===== config.mk =====
export PLATFORM = sky130hd
export DESIGN_NAME = dsm_decimator
export DESIGN_NICKNAME = d
export VERILOG_FILES = /design/src/rtl/dsm_decimator.sv
export SDC_FILE = /design/constraint.sdc
export NUM_CORES = 1
export LEC_CHECK = 0
export ABC_AREA = 1
export BUFFER_PORTS_ARGS = -buffer_cell sky130_fd_sc_hd__buf_2
export CORE_AREA = 10 10 63 65
export CTS_CLUSTER_DIAMETER = 120
export CTS_CLUSTER_SIZE = 10
export DETAILED_ROUTE_END_ITERATION = 8
export DIE_AREA = 0 0 73 75
export HOLD_SLACK_MARGIN = 0.02
export PLACE_DENSITY_LB_ADDON = 0.25
export SLEW_MARGIN = 20
export SYNTH_ARGS = -nofsm -noshare
export SYNTH_HDL_FRONTEND = slang
export SYNTH_SLANG_ARGS = --single-unit

===== constraint.sdc =====
create_clock -name clk_i -period 1.3 [get_ports clk_i]
set_input_delay 0 -clock clk_i [delete_from_list [all_inputs] [get_ports clk_i]]
set_output_delay 0 -clock clk_i [all_outputs]
set_load 0.1 [all_outputs]

===== src/rtl/dsm_decimator.sv =====
// Sinc1 decimator for a 1-bit delta-sigma stream: counts ones over windows of
// 2^DATA_WIDTH accepted bits and presents each result on a valid/ready register.
module dsm_decimator #(
    parameter int DATA_WIDTH   = 8,
    parameter int SKIP_WINDOWS = 1
) (
    input  logic                  clk_i,
    input  logic                  rst_ni,
    input  logic                  en_i,
    input  logic                  data_i,
    output logic [DATA_WIDTH-1:0] data_o,
    output logic                  valid_o,
    input  logic                  ready_i,
    output logic                  ovr_o
);

    localparam int SKIP_W = (SKIP_WINDOWS < 2) ? 1 : $clog2(SKIP_WINDOWS + 1);

    typedef enum logic {
        ST_SKIP,
        ST_RUN
    } state_t;

    state_t                state;
    logic [DATA_WIDTH-1:0] bit_cnt;
    logic [DATA_WIDTH:0]   ones_acc;
    logic [SKIP_W-1:0]     skip_cnt;

    logic                  window_end;
    logic [DATA_WIDTH:0]   final_cnt;
    logic [DATA_WIDTH-1:0] sample_sat;

    always_comb begin
        window_end = en_i && (bit_cnt == '1);
        final_cnt  = ones_acc + (DATA_WIDTH + 1)'(data_i);
        // Only a window of all ones reaches 2^DATA_WIDTH; it clips to full scale.
        sample_sat = final_cnt[DATA_WIDTH] ? '1 : final_cnt[DATA_WIDTH-1:0];
    end

    // NOTE: every register here uses non-blocking assignment so all state
    // updates see the pre-edge values, including valid_o in the overrun test.
    always_ff @(posedge clk_i) begin
        if (!rst_ni) begin
            state    <= (SKIP_WINDOWS == 0) ? ST_RUN : ST_SKIP;
            bit_cnt  <= '0;
            ones_acc <= '0;
            skip_cnt <= SKIP_W'(SKIP_WINDOWS);
            data_o   <= '0;
            valid_o  <= 1'b0;
            ovr_o    <= 1'b0;
        end else begin
            ovr_o <= 1'b0;

            if (valid_o && ready_i) begin
                valid_o <= 1'b0;
            end

            if (en_i) begin
                bit_cnt  <= bit_cnt + 1'b1;
                ones_acc <= window_end ? '0 : final_cnt;
            end

            if (window_end) begin
                case (state)
                    ST_SKIP: begin
                        skip_cnt <= skip_cnt - 1'b1;
                        if (skip_cnt == SKIP_W'(1)) begin
                            state <= ST_RUN;
                        end
                    end
                    ST_RUN: begin
                        data_o  <= sample_sat;
                        valid_o <= 1'b1;
                        // Overwriting an undelivered sample is an overrun unless
                        // the consumer takes it on this very edge.
                        ovr_o   <= valid_o && !ready_i;
                    end
                    default: state <= ST_SKIP;
                endcase
            end
        end
    end

endmodule


# After elaboration in Yosys (flattened, before gate mapping)
# Cells that the tools add are included.
# Widths: inputs -> output; s select.
[word_totals]
latchBits = 0
elab_cells = 26
memories = 0
mem_bits_rw = 0
regBits = 29
romBits = 0
[op_classes]
div = 0
n_shift = 0
bitwise = 1
reduce_logical = 7
muxes = 7
eq_ne = 1
mul = 0
addsub = 3
order_cmp = 0
[op_table]
columns = ["operator", "count"]
rows = [
  ["$add 9x1->9", 1],
  ["$mux 9", 1],
  ["$add 8x1->8 const B", 1],
  ["$eq 8x8->1 const B", 1],
  ["$mux 8", 1],
  ["$mux 1", 5],
  ["$reduce_and 2->1", 2],
  ["$logic_and 1x1->1", 3],
  ["$reduce_and 3->1", 1],
  ["$logic_not 1->1", 1],
  ["$not 1->1", 1],
  ["$sub 1x1->1 const B", 1],
]

# Logic depth before layout (Yosys ltp)
[logic_depth]
word_depth = 4
depth_mapped = 10
depth_no_buf = 10

# Worst setup path before layout
# OpenSTA, ideal clock, no wires.
[synth_path]
path_kind = "reg-to-reg"
startpoint = "register ones_acc[0]"
endpoint = "register data_o[2]"
path_slack_ps = -37
stages_incl_launch_ff = 10
n_path_buf = 0
arrival_time_ps = 1225
required_time_ps = 1187
period_less_slack_ps = 1337
path_cell_list = "dfxtp_1 > ha_1 > ha_1 > nand2_1 > nor2_1 > nand3_1 > nand2_1 > nand2_2 > nor2_1 > nor2_1"
[synth_between]
elab_chain_cells = 2
[synth_lines]
columns = ["element", "line", "text"]
rows = [
  ["start, declared", "26", "logic [DATA_WIDTH:0] ones_acc;"],
  ["start signal, assigned", "60", "ones_acc <= window_end ? '0 : final_cnt;"],
  ["$add 9x1->9", "35", "final_cnt = ones_acc + (DATA_WIDTH + 1)'(data_i);"],
  ["$mux 8", "37", "sample_sat = final_cnt[DATA_WIDTH] ? '1 : final_cnt[DATA_WIDTH-1:0];"],
  ["end signal, assigned", "72", "data_o <= sample_sat;"],
  ["end, declared", "11", "output logic [DATA_WIDTH-1:0] data_o,"],
]
# Every way passes these cells.
# A chain may end at the register's enable or synchronous reset.

# Worst setup path in the final report
[layout_path]
startpoint = "register ones_acc[0]"
endpoint = "register ones_acc[8]"
[layout_between]
elab_chain_cells = 2
[layout_lines]
columns = ["element", "line"]
rows = [
  ["$add 9x1->9", "35"],
  ["$mux 9", "60"],
]
# Every way passes these cells.

==> impl_metrics.csv <==
group,metric,value,unit
status,status,"finished with violations",
status,violations,"setup timing",
power_and_ir_drop,swShare,0.214,
place,hpwl,2170,um
clocking,cts_inserted_buffers,5,
sta,fin_crit,1370,ps
cells_and_area,diodes,0,
clocking,cts-root-buf,"clkbuf_4",
cells_and_area,fin_area,1760,um^2
power_and_ir_drop,p_sw,382,uW
synth,syn_avg_cell_area,6.98,um^2
synth,synth_top_area_cell,"dfxtp_1",
place,gp_congestion,0.771,
place,port_buffers,14,
floorplanning,initial_core_util,0.492,
power_and_ir_drop,p_leak,0.799,nW
routing,wire_per_inst,12.8,um
worst_hold_path,worstHoldStart,"data_i",
clocking,htreeDepth,2,
synth,synthCells,191,
grt,grt_max_degree,16,
synth,syn-num-nets,199,
routing,drt-total-wl,3260,um
setup_path,crit_required,1490,ps
sta,grt_setup_unrepaired,"true",
power_and_ir_drop,combPwrFrac,0.055,
sta,fmax,0.728,GHz
floorplanning,rows,19,
grt,gr-usage-all-layers,0.120,
routing,vias,1281,
grt,grt.overflow.total,0,
synth,synth_cell_type_count,21,
setup_path,crit_path_top_delay_cell,"dfxtp_2",
routing,drtIter0Drc,67,
clocking,clk_latency,330,ps
synth,ys_ff_latch,29,
grt,grt_pass1_wl,5150,um
cells_and_area,fin_util,0.649,
setup_path,cp_max_fo,3,
clocking,cts_tree,"yes",
cells_and_area,final_cell_mix,"nand2_1, nor2_1, dfxtp_1",
routing,drc,0,
floorplanning,die_h,75,um
setup_path,worstRegToRegCells,10,
routing,ant_nets,0,
synth,synthesis.area,1330,um^2
power_and_ir_drop,ir_drop,0.981,mV
setup_path,start_kind,"register",
setup_path,cp_cell_sequence,"ha_4 > ha_4 > nand2_4 > nor2_4 > nand2_2 > buf_4 > nand2_1 > nand2_1 > nand2_1 > a21oi_1",
setup_path,rrSetupSlack,-70,ps
floorplanning,dieArea,5480,um^2
cells_and_area,final_common_cell,"nand2_1",
setup_path,crit_top_cell,"nand2_1",
cells_and_area,drive_gt1_frac,0.283,
grt,grt_pass1_vias,1241,
cells_and_area,syn2layout_area_growth,31.9,%
floorplanning,coreArea,2710,um^2
place,dpl_cell_area,1500,um^2
routing,viasPerCell,5.04,
power_and_ir_drop,power.internal,1.40,mW
setup_path,cp.buffers_inverters,1,
setup_path,worstSetupPathType,"register to register",
worst_hold_path,worstHoldPathCells,4,
sta,skew,12.5,ps
setup_path,end_kind,"register",
cells_and_area,n_fill_cell,235,
floorplanning,ios,15,
setup_path,r2r_start,"ones_acc[0]",
synth,yosysWarnings,0,
sta,finalHoldViolCount,0,
sta,setup-violations-final,10,
sta,tightest_slew,582,ps
setup_path,path_delay_family,"simple AND/OR/NAND/NOR gates",
sta,fin_ws,-72.9,ps
sta,fin_crit_sh,1.06,
setup_path,critPathArrivalTime,1560,ps
power_and_ir_drop,pwr-share-clk,0.435,
synth,synth_top_area_share,0.436,
clocking,clk_path_buf_depth,2,
setup_path,crit_cells,10,
floorplanning,die_w,73,um
worst_hold_path,worst_hold_path.endpoint,"data_o[0]",
clocking,clkTransAtPathRegs,90,ps
routing,dr.pass1.iters,5,
worst_hold_path,hp-class,"primary input to register",
synth,synth_seq_area_share,0.436,
synth,ys_top_cells_by_area,"dfxtp_1, nand2_1, nor2_1",
power_and_ir_drop,p_seq_frac,0.509,
setup_path,r2r-end,"ones_acc[8]",
power_and_ir_drop,power.density,1020,nW/um^2
cells_and_area,final_nets,230,
sta,slew_violations,0,
grt,grt_antenna_before_repair,0,
setup_path,critPathMaxStageDelay,350,ps
run,maxCapViolations,0,
clocking,clkSinkCount,29,
sta,maxSlewHeadroom,0.612,
==> per-layer routing <==
layer  global-route usage  wire [um]  vias to the layer above
met3               0.0565        173                        4
met2                0.202       1670                       31
met1                0.121       1380                      582
met4               0.0654         42                        0
met5                    0          0                        -
li1                     -          -                      664
==> worst min-delay path, stage by stage <==
cell and delay, ps:
buf_2 100, ha_4 130, nor2_1 30, nor2_1 70
==> worst max path at each step <==
stage	from	to	slack, ps
2_1_floorplan	data_o[0]	data_o[0]	20
3_3_place_gp	bit_cnt[0]	ones_acc[3]	-60
3_5_place_dp	bit_cnt[0]	ones_acc[3]	-80
4_1_cts	ones_acc[0]	data_o[3]	-50
5_1_grt	ones_acc[0]	data_o[3]	-160
6_report	ones_acc[0]	ones_acc[8]	-70
==> timing repair <==
item / 4_1_cts / 5_1_grt
hold endpoints to repair: 5 / 0
resized for setup: 7 / 26
cloned: 0 / 1
setup endpoints to repair: 19 / 18
pin swaps: 13 / 7
setup buffers: 3 / 1
hold buffers: 2 / 0
==> state kept, by name, indices dropped and copies added (netlist names) <==
| signal | flops |
|---|---|
| ovr_o | 1 |
| skip_cnt | 1 |
| data_o | 8 |
| valid_o | 1 |
| ones_acc | 9 |
| state | 1 |
| bit_cnt | 8 |
==> synthesized netlist by cell type, drive strengths merged <==
cell / number
dfxtp: 29
xor2: 2
a211oi: 1
ha: 3
a41oi: 1
nand3: 9
nand2: 60
o21ai: 7
a21oi: 17
inv: 22
nor3: 2
clkbuf: 2
buf: 2
xnor2: 1
nand3b: 2
nor2: 31
==> power by group through the flow <==
stage               Combinational, mW  Sequential, mW  Clock, mW
global placement               0.0772           0.926          0
floorplan                      0.0488           0.925          0
finish                         0.0986           0.909      0.777
global route                    0.110           0.911      0.839
detailed placement             0.0798           0.927          0
CTS                            0.0907           0.906      0.793
==> cells by family after synthesis <==
family | Yosys count | synth area share
AOI/OAI and AO/OA | 26 | 0.105
xor gates and xnor gates | 3 | 0.0197
adders and majority gates | 3 | 0.0282
buffers and inverters | 26 | 0.0817
DFF | 29 | 0.436
and+or+nand+nor | 104 | 0.330
==> stage by stage <==
step	setup slack [ps]	hold slack, ps	instances	setup TNS, ps	power, mW
after global routing	-159	51.3	254	-1610	1.86
after CTS	-53.3	42.6	252	-323	1.79
after global placement	-56.3	265	239	-692	1.00
after floorplan	17.9	129	191	0	0.974
after detailed placement	-83.6	266	239	-1100	1.01
final	-72.9	46.9	254	-482	1.78
==> cell type report <==
type	instances	area, um^2	share of cell area
clock buffers	7	55.1	0.0313
clock inverters	1	30.0	0.0171
well taps	31	38.8	0.0221
inverters	22	82.6	0.0470
flip-flops and latches	29	587	0.334
repair buffers	28	191	0.109
multi-input cells	136	773	0.440
(Power assumes the default switching activity.)
